<file path="src/rtl/minmax_scheduler_if.sv">
// ============================================================================
// Module   : minmax_scheduler_if
// Brief    : Sample-in / result-out handshake bundle for minmax_scheduler.
// Revision : 1.0 - initial release
// ============================================================================
`default_nettype none

interface minmax_scheduler_if #(
    parameter int WIDTH = 8,
    parameter int IDX_W = 4
);
    logic [WIDTH-1:0] in_data;
    logic             in_valid;
    logic             in_ready;
    logic             abort;
    logic             out_valid;
    logic             out_ready;
    logic [WIDTH-1:0] max_val;
    logic [IDX_W-1:0] max_idx;
    logic [WIDTH-1:0] min_val;
    logic [IDX_W-1:0] min_idx;
    logic             busy;

    // Sample source / result consumer side
    modport master (
        output in_data, in_valid, abort, out_ready,
        input  in_ready, out_valid, max_val, max_idx, min_val, min_idx, busy
    );

    // Tracker side
    modport slave (
        input  in_data, in_valid, abort, out_ready,
        output in_ready, out_valid, max_val, max_idx, min_val, min_idx, busy
    );
endinterface

`default_nettype wire

</file>
<file path="src/rtl/minmax_scheduler.sv">
// ============================================================================
// Module   : minmax_scheduler
// Brief    : Frame min/max tracker sharing one comparator between the max and
//            min compares. Define MINMAX_SIGNED_EN for two's-complement samples.
// Revision : 1.0 - initial release
// ============================================================================
`default_nettype none

module minmax_scheduler #(
    parameter int WIDTH = 8,
    parameter int COUNT = 16,
    parameter int IDX_W = 4
) (
    input  wire logic         clk,
    input  wire logic         rst,
    minmax_scheduler_if.slave bus
);
    typedef enum logic [1:0] {
        S_WAIT = 2'd0,
        S_MAX  = 2'd1,
        S_MIN  = 2'd2,
        S_DONE = 2'd3
    } state_t;

    localparam logic [IDX_W-1:0] c_last_idx = IDX_W'(COUNT - 1);

    state_t           state_q,     state_d;
    logic [IDX_W-1:0] idx_q,       idx_d;
    logic [WIDTH-1:0] sample_q,    sample_d;
    logic [WIDTH-1:0] max_val_q,   max_val_d;
    logic [IDX_W-1:0] max_idx_q,   max_idx_d;
    logic [WIDTH-1:0] min_val_q,   min_val_d;
    logic [IDX_W-1:0] min_idx_q,   min_idx_d;
    logic             out_valid_q, out_valid_d;

    logic [WIDTH-1:0] w_cmp_a;
    logic [WIDTH-1:0] w_cmp_b;
    logic [WIDTH:0]   w_diff;
    logic             w_lower;
    logic             w_equal;
    logic             w_greater;

    // Single shared comparator; operand B follows the compare phase.
    always_comb begin
`ifdef MINMAX_SIGNED_EN
        // Flipping the MSB maps two's complement onto unsigned ordering.
        w_cmp_a = sample_q ^ (WIDTH'(1) << (WIDTH - 1));
        w_cmp_b = ((state_q == S_MAX) ? max_val_q : min_val_q) ^ (WIDTH'(1) << (WIDTH - 1));
`else
        w_cmp_a = sample_q;
        w_cmp_b = (state_q == S_MAX) ? max_val_q : min_val_q;
`endif
        w_diff    = {1'b0, w_cmp_a} - {1'b0, w_cmp_b};
        w_equal   = (w_diff == '0);
        w_lower   = w_diff[WIDTH];
        w_greater = !w_lower && !w_equal;
    end

    always_comb begin
        state_d   = state_q;
        idx_d     = idx_q;
        sample_d  = sample_q;
        max_val_d = max_val_q;
        max_idx_d = max_idx_q;
        min_val_d = min_val_q;
        min_idx_d = min_idx_q;

        if (bus.abort) begin
            state_d = S_WAIT;
            idx_d   = '0;
        end else begin
            case (state_q)
                S_WAIT: begin
                    if (bus.in_valid) begin
                        if (idx_q == '0) begin
                            // First sample seeds both trackers without a compare.
                            max_val_d = bus.in_data;
                            min_val_d = bus.in_data;
                            max_idx_d = '0;
                            min_idx_d = '0;
                            if (COUNT == 1) begin
                                state_d = S_DONE;
                            end else begin
                                idx_d = IDX_W'(1);
                            end
                        end else begin
                            sample_d = bus.in_data;
                            state_d  = S_MAX;
                        end
                    end
                end
                S_MAX: begin
                    if (w_greater) begin
                        max_val_d = sample_q;
                        max_idx_d = idx_q;
                    end
                    state_d = S_MIN;
                end
                S_MIN: begin
                    if (w_lower) begin
                        min_val_d = sample_q;
                        min_idx_d = idx_q;
                    end
                    if (idx_q == c_last_idx) begin
                        idx_d   = '0;
                        state_d = S_DONE;
                    end else begin
                        idx_d   = idx_q + IDX_W'(1);
                        state_d = S_WAIT;
                    end
                end
                S_DONE: begin
                    if (bus.out_ready) begin
                        state_d = S_WAIT;
                    end
                end
                default: state_d = S_WAIT;
            endcase
        end

        out_valid_d = (state_d == S_DONE);
    end

    always_ff @(posedge clk or posedge rst) begin
        if (rst) begin
            state_q     <= S_WAIT;
            idx_q       <= '0;
            sample_q    <= '0;
            max_val_q   <= '0;
            max_idx_q   <= '0;
            min_val_q   <= '0;
            min_idx_q   <= '0;
            out_valid_q <= 1'b0;
        end else begin
            state_q     <= state_d;
            idx_q       <= idx_d;
            sample_q    <= sample_d;
            max_val_q   <= max_val_d;
            max_idx_q   <= max_idx_d;
            min_val_q   <= min_val_d;
            min_idx_q   <= min_idx_d;
            out_valid_q <= out_valid_d;
        end
    end

    // in_ready is held low while reset is asserted.
    assign bus.in_ready  = (state_q == S_WAIT) && !rst;
    assign bus.out_valid = out_valid_q;
    assign bus.busy      = (state_q != S_WAIT) || (idx_q != '0);
    assign bus.max_val   = max_val_q;
    assign bus.max_idx   = max_idx_q;
    assign bus.min_val   = min_val_q;
    assign bus.min_idx   = min_idx_q;

endmodule

`default_nettype wire

</file>
<file path="src/flat_wrapper.sv">
// flat-port wrapper written by rule: the top's interface ports become plain ports
module minmax_scheduler_flat 
#(
    parameter int WIDTH = 8,
    parameter int COUNT = 16,
    parameter int IDX_W = 4
)
  (clk, rst, bus_in_data, bus_in_valid, bus_abort, bus_out_ready, bus_in_ready, bus_out_valid, bus_max_val, bus_max_idx, bus_min_val, bus_min_idx, bus_busy);
  minmax_scheduler_if #(.WIDTH(WIDTH), .IDX_W(IDX_W)) bus_i ();
  input  wire logic clk;
  input  wire logic rst;
  input wire logic [$bits(bus_i.in_data)-1:0] bus_in_data;
  input wire logic [$bits(bus_i.in_valid)-1:0] bus_in_valid;
  input wire logic [$bits(bus_i.abort)-1:0] bus_abort;
  input wire logic [$bits(bus_i.out_ready)-1:0] bus_out_ready;
  output wire logic [$bits(bus_i.in_ready)-1:0] bus_in_ready;
  output wire logic [$bits(bus_i.out_valid)-1:0] bus_out_valid;
  output wire logic [$bits(bus_i.max_val)-1:0] bus_max_val;
  output wire logic [$bits(bus_i.max_idx)-1:0] bus_max_idx;
  output wire logic [$bits(bus_i.min_val)-1:0] bus_min_val;
  output wire logic [$bits(bus_i.min_idx)-1:0] bus_min_idx;
  output wire logic [$bits(bus_i.busy)-1:0] bus_busy;
  assign bus_i.in_data = bus_in_data;
  assign bus_i.in_valid = bus_in_valid;
  assign bus_i.abort = bus_abort;
  assign bus_i.out_ready = bus_out_ready;
  assign bus_in_ready = bus_i.in_ready;
  assign bus_out_valid = bus_i.out_valid;
  assign bus_max_val = bus_i.max_val;
  assign bus_max_idx = bus_i.max_idx;
  assign bus_min_val = bus_i.min_val;
  assign bus_min_idx = bus_i.min_idx;
  assign bus_busy = bus_i.busy;
  minmax_scheduler #(.WIDTH(WIDTH), .COUNT(COUNT), .IDX_W(IDX_W)) u_core (.clk(clk), .rst(rst), .bus(bus_i));
endmodule
</file>
<file path="config.mk">
export PLATFORM = sky130hd
export DESIGN_NAME = minmax_scheduler_flat
export DESIGN_NICKNAME = d
export VERILOG_FILES = /design/src/rtl/minmax_scheduler_if.sv /design/src/rtl/minmax_scheduler.sv /design/src/flat_wrapper.sv
export SDC_FILE = /design/constraint.sdc
export NUM_CORES = 1
export LEC_CHECK = 0
export ABC_AREA = 1
export CAP_MARGIN = 0
export CORE_AREA = 2 2 68 70
export CTS_CLUSTER_DIAMETER = 100
export CTS_CLUSTER_SIZE = 30
export DETAILED_ROUTE_END_ITERATION = 8
export DIE_AREA = 0 0 70 72
export PLACE_DENSITY = 0.82
export RECOVER_POWER = 100
export SLEW_MARGIN = 40
export SYNTH_ARGS = -nofsm -noshare
export SYNTH_HDL_FRONTEND = slang
export SYNTH_SLANG_ARGS = --single-unit
</file>
<file path="constraint.sdc">
create_clock -name clk -period 6.3 [get_ports clk]
set_input_delay 1.26 -clock clk [delete_from_list [all_inputs] [get_ports clk]]
set_output_delay 1.26 -clock clk [all_outputs]
set_load 0.01 [all_outputs]
</file>
# ---- Word level (Yosys, flattened, before mapping)
# Index checks and enable logic that the tools add are counted.
dict set report word_totals {
  reg_bits 39
  latchBits 0
  ramBits 0
  mem_bits_ro 0
  inputBits 13
  out_inout_bits 27
  mem_count 0
}
dict set report op_classes {
  add_sub_neg 2
  multipliers 0
  n_div 0
  magnitude_cmp 0
  n_eq_ne 11
  shifts 0
  mux 24
  n_bitwise 2
  reduce_logical 18
}
# operator n
set ops {}
lappend ops {{$mux 8} 5}
lappend ops {{$mux 4} 8}
lappend ops {{$pmux 8 s2} 2}
lappend ops {{$pmux 4 s2} 3}
lappend ops {{$mux 2} 5}
lappend ops {{$reduce_and 5->1} 2}
lappend ops {{$logic_not 9->1} 1}
lappend ops {{$sub 8x8->9} 1}
lappend ops {{$pmux 2 s4} 1}
lappend ops {{$eq 2x2->1 const B} 3}
lappend ops {{$ne 2x1->1 const B} 3}
lappend ops {{$reduce_bool 2->1} 3}
lappend ops {{$add 4x1->4 const B} 1}
lappend ops {{$eq 4x4->1 const B} 1}
lappend ops {{$logic_not 4->1} 1}
lappend ops {{$reduce_and 4->1} 1}
lappend ops {{$reduce_bool 4->1} 1}
lappend ops {{$logic_not 1->1} 3}
lappend ops {{$ne 3x2->1 const B} 1}
lappend ops {{$ne 3x3->1 const B} 1}
lappend ops {{$reduce_and 3->1} 1}
lappend ops {{$reduce_bool 3->1} 1}
lappend ops {{$eq 2x1->1 const B} 1}
lappend ops {{$logic_and 1x1->1} 2}
lappend ops {{other kinds (4)} 5}

# ---- Logic depth before layout (Yosys ltp)
dict set report depth {
  ltp_word 8
  mapped_depth 23
  mapped_depth_nobuf 21
}

# ---- Worst setup path after synthesis
# No wires, ideal clock.
dict set report synth_timing {
  path_type {input-to-output}
  from {in rst}
  to {out bus_in_ready}
  arrival_ps 1429
  t_required_ps 5040
  path_slack_ps 3611
  path_stages 1
  path_buffers 0
  path_cell_list {nor2_1}
}
dict set report synth_via {
  elab_chain_cells 2
}
# element line
set synth_lines {}
lappend synth_lines {{from (decl)} flat_wrapper.sv:11} ;# input wire logic rst;
lappend synth_lines {{$logic_not 1->1 (no source line)} -}
lappend synth_lines {{$logic_and 1x1->1} minmax_scheduler.sv:147} ;# assign bus.in_ready = (state_q == S_WAIT) && !rst;
lappend synth_lines {{to (decl)} flat_wrapper.sv:16} ;# output wire logic [$bits(bus_i.in_ready)-1:0] bus_in_ready;
# Every way passes these cells.

# ---- Final worst setup path
dict set report layout_timing {
  from {reg u_core.state_q[0]}
  to {reg u_core.min_val_q[5] (netlist: u_core.bus.min_val[5])}
}
dict set report layout_via {
  elab_chain_cells 5
}
# element line
set layout_lines {}
lappend layout_lines {{from (decl)} minmax_scheduler.sv:27} ;# state_t state_q, state_d;
lappend layout_lines {{from (signal assigned)} minmax_scheduler.sv:135} ;# state_q <= state_d;
lappend layout_lines {{$eq 2x1->1} minmax_scheduler.sv:51} ;# w_cmp_b = (state_q == S_MAX) ? max_val_q : min_val_q;
lappend layout_lines {{$mux 8} minmax_scheduler.sv:51}
lappend layout_lines {{$sub 8x8->9} minmax_scheduler.sv:53} ;# w_diff = {1'b0, w_cmp_a} - {1'b0, w_cmp_b};
lappend layout_lines {{$ne 2x1->1 (no source line)} -}
lappend layout_lines {{$reduce_and 5->1 (no source line)} -}
lappend layout_lines {{to (signal assigned)} minmax_scheduler.sv:140} ;# min_val_q <= min_val_d;
lappend layout_lines {{to (decl)} minmax_scheduler.sv:32} ;# logic [WIDTH-1:0] min_val_q, min_val_d;
# Several ways; a longest one is shown, not always the timed one.
# A chain may end at the register's enable or synchronous reset.

==> metrics.md <==
| Metric | Value |
|---|---|
| Post-route fraction of the period consumed by the critical path | `between 70% and 80%` |
| Core footprint | `4264 sq um` |
| DR iter-0 viols | `around 190` |
| Global-route wire length before repair | `between 9000 and 10,000 microns` |
| Clock latency reported for the late side of the worst-skew pair | `290 ps` |
| Post-Syn Instances | `between 300 and 400` |
| Layout cells sized above 1 | `~3.0%` |
| Kind of start point of the critical path | `register` |
| Violations in the final reports | `max-capacitance violations, max-slew violations` |
| Net count reported at finish | `just under 400` |
| Worst min-delay path endpoint | `u_core.bus.max_idx[0]` |
| Most instantiated library cell after synthesis | `sky130_fd_sc_hd__nand2_1` |
| Height of the die | `approximately 72 microns` |
| Largest cells by area after synthesis | `sky130_fd_sc_hd__dfrtp_1 (41%), sky130_fd_sc_hd__nand2_1 (15%), sky130_fd_sc_hd__inv_1 (7.3%)` |
| Maximum number of pins on one net before global-route repair | `40` |
| Post-Synthesis Net Count | `between 300 and 400` |
| Die Width | `around 70 microns` |
| Non-filler cells, final | `roughly 420` |
| Multi-input logic area | `1131 sq um` |
| # fillers | `around 370` |
| TritonCTS clock tree | `done` |
| Core Util, Final | `about two thirds` |
| Slowest cell on the critical path | `sky130_fd_sc_hd__a21oi_1` |
| R2r endpoint | `u_core.bus.min_val[5]` |
| Prevailing post-synth register cell | `sky130_fd_sc_hd__dfrtp_1` |
| Number of vias in the routed layout | `around 2,300` |
| Data required time at the worst endpoint | `roughly 6500 ps` |
| Number of enable flip-flop cells after synthesis | `0` |
| DRT antenna net count | `0` |
| Number of remaining DRC errors | `0` |
| Average footprint of a synthesized cell | `7.213 sq um` |
| Number of diodes added for antenna fixing | `0` |
| Final min period | `4490 ps` |
| Maximum cell stage delay along the critical path | `1320 ps` |
| Number of buffers added by the clock tree synthesis step | `5` |
| Critical path, cell by cell | `inv_1, nor2_1, inv_1, nand2_1, o21ai_0, fa_1, nand2_1, nand2_1, nand3_1, o211ai_1, a21oi_1, o211ai_1, o21ai_0` |
| Areal power density over the cells | `roughly 400 nW/um^2` |
| Overflow left after global routing | `0` |
| Clock slew at reported path FFs | `approximately 70 ps` |
| Leakage power figure | `~1.5 nW` |
| Cell seen most often among critical-path stages | `sky130_fd_sc_hd__nand2_1` |
| Worst r2r path cells | `13` |
| Number of distinct standard cells referenced by the synthesized netlist | `29` |
| Cell row count | `24` |
| Peak clock frequency supported by timing | `approximately 220 MHz` |
| Clock Path Buffers | `2` |
| Final Max Slew Viols | `between 60 and 70` |
| Hold-fix buffers, CTS | `0` |
| Top cell types by occurrence after synthesis | `sky130_fd_sc_hd__nand2_1 (97), sky130_fd_sc_hd__inv_1 (46), sky130_fd_sc_hd__dfrtp_1 (39)` |
| Final setup violating endpoints | `0` |
| Maxcap violations | `2` |
| Synthesized cell area | `approximately 2400 sq um` |
| CP Class | `register to register` |
| Count of synthesis-stage warnings from yosys | `0` |
| Hold Startpoint | `u_core.bus.max_idx[0]` |
| Relative area change from synthesis to final layout | `20.15%` |
| Worst Max-Slew Pin Slew | `roughly 2100 ps` |
| Hold Path Stages | `2` |
| Vias in the first global route | `roughly 2,100` |
| IO Port Bufs | `39` |
| Storage cell area | `~980 sq um` |
| Number of antenna violations at the first check in global routing | `0` |
| Critical R2R Launch | `u_core.state_q[0]` |
| Class of the tightest hold or removal check | `register to register` |
| Total setup buffers inserted after CTS | `0` |
| Synth top area share | `between 40% and 50%` |
| Wirelength per Cell | `approximately 13 microns` |
| Arrival time of the worst setup path | `4680 ps` |
| Total routing resource utilization after global routing | `between 20% and 30%` |
| Full die area | `between 5000 and 6000 sq um` |
| Number of endpoints with negative hold slack in the final report | `0` |
| Instance count after placement with tap cells included | `about 410` |
| H-tree depth | `2` |
| Clock skew | `10.08 ps` |
| Asr flop ratio synth | `100.0%` |
| Worst ir drop on vdd | `0.0001887 V` |
| Worst-case register-to-register setup slack | `between 1500 and 2000 ps` |
| Post-CTS resize count | `0` |
| Root buffer selected by CTS | `sky130_fd_sc_hd__clkbuf_8` |
| Final RePlAce weighted congestion | `about 0.95` |
| Number of optimization iterations in the first detailed-route pass | `4` |
| Aggregate routed wire length | `5601 microns` |
| I/O pins | `40` |
| Detailed placement HPWL | `3982 microns` |
| Initial cell density of the core | `55.49%` |
| Kind of end point of the critical path | `register` |
| Remaining max-slew budget at the tightest pin | `-37.99%` |
| Clock net sink count | `39` |
| Setup repair after global routing missed its margin | `no` |
| Synth area leader | `sky130_fd_sc_hd__dfrtp_1` |
| Number of storage elements in the synthesis netlist | `39` |
| Critical Path Fanout Max | `30` |
| Vias per cell | `roughly 5.4` |
| Final setup TNS | `0 ps` |
| Result of the run | `complete, but fails checks` |
| Sequential-to-total area share from yosys stat | `between 40% and 50%` |
-- how the worst max path moves through the flow --
stage	startpoint	endpoint	slack, ps	depth (start not counted)
after floorplan	rst	bus_in_ready	3610	1
after global placement	rst	bus_in_ready	2730	3
after detailed placement	rst	bus_in_ready	2710	3
after CTS	rst	bus_in_ready	2710	3
after global routing	u_core.state_q[0]	u_core.bus.min_val[5]	1430	13
final	u_core.state_q[0]	u_core.bus.min_val[5]	1810	13
-- metal layers --
| layer | routed length [microns] | vias to the layer above | track usage, % |
|---|---|---|---|
| met5 | 0 | - | 0 |
| met2 | 2760 | 55 | 40.00 |
| met1 | 2514 | 1065 | 30.05 |
| met4 | 99 | 0 | 8.547 |
| met3 | 226 | 12 | 4.583 |
| li1 | - | 1125 | - |
-- critical path, delay by kind of cell, from the launching register on --
kind,cells,cell delay [ps]
compound gates,5,2040
fa+ha+maj,1,490
buf+inv,2,600
flops,1,410
simple gates,5,850
-- through the flow --
stage | power [mW] | instance area [sq um] | setup slack [ps] | hold slack [ps]
floorplan | 0.7476 | 2366 | 3611 | 496.0
global placement | 0.9308 | 2764 | 2726 | 457.1
detailed placement | 0.9480 | 2774 | 2712 | 465.4
CTS | 1.139 | 2874 | 2705 | 484.3
global route | 1.206 | 2843 | 1430 | 508.1
finish | 1.104 | 2843 | 1810 | 471.8
-- cells in the final DEF (no fill, tap or decap), drive strengths merged --
cell           instances
nand2                100
inv                   47
dfrtp                 39
dlygate4sd3           31
nor2                  31
o21ai                 28
nand3                 25
a21oi                 19
ha                    10
clkbuf                 9
o211ai                 8
clkdlybuf4s50          8
nand3b                 1
nand4                  1
a31oi                  1
o311ai                 1
o2111ai                1
and3                   1
nor3                   1
xor2                   1
o32ai                  1
fa                     1
-- layout make-up --
type	instances	share of cell area [%]
flip-flops and latches	39	34.33
inverters	47	6.206
clock buffers	8	3.521
repair buffers	40	13.86
well taps	52	2.289
multi-input cells	231	39.79
-- power breakdown --
part	switching, mW	internal (mW)	total (mW)
Clock	0.0878	0.100	0.188
Sequential	0.0490	0.321	0.370
Combinational	0.318	0.228	0.546
Total	0.455	0.649	1.10
-- registers in the layout, indices dropped and copies added, names as in the netlist --
name,flops
u_core.idx_q,4
u_core.state_q,2
u_core.bus.max_idx,4
u_core.bus.min_idx,4
u_core.sample_q,8
u_core.bus.min_val,8
u_core.bus.max_val,8
u_core.bus.out_valid,1
-- cells by family (layout without fill, tap and decap cells) --
logic type	Yosys count	in the layout	share of synthesized area, %
XOR/XNOR	1	1	0.3702
AO/OA/AOI/OAI	59	59	14.17
buffers and inverters	58	95	10.21
adder cells (fa/ha/maj)	11	11	6.134
flip-flops	39	39	41.25
AND/OR/NAND/NOR	160	160	27.87
(Power assumes the default switching activity.)
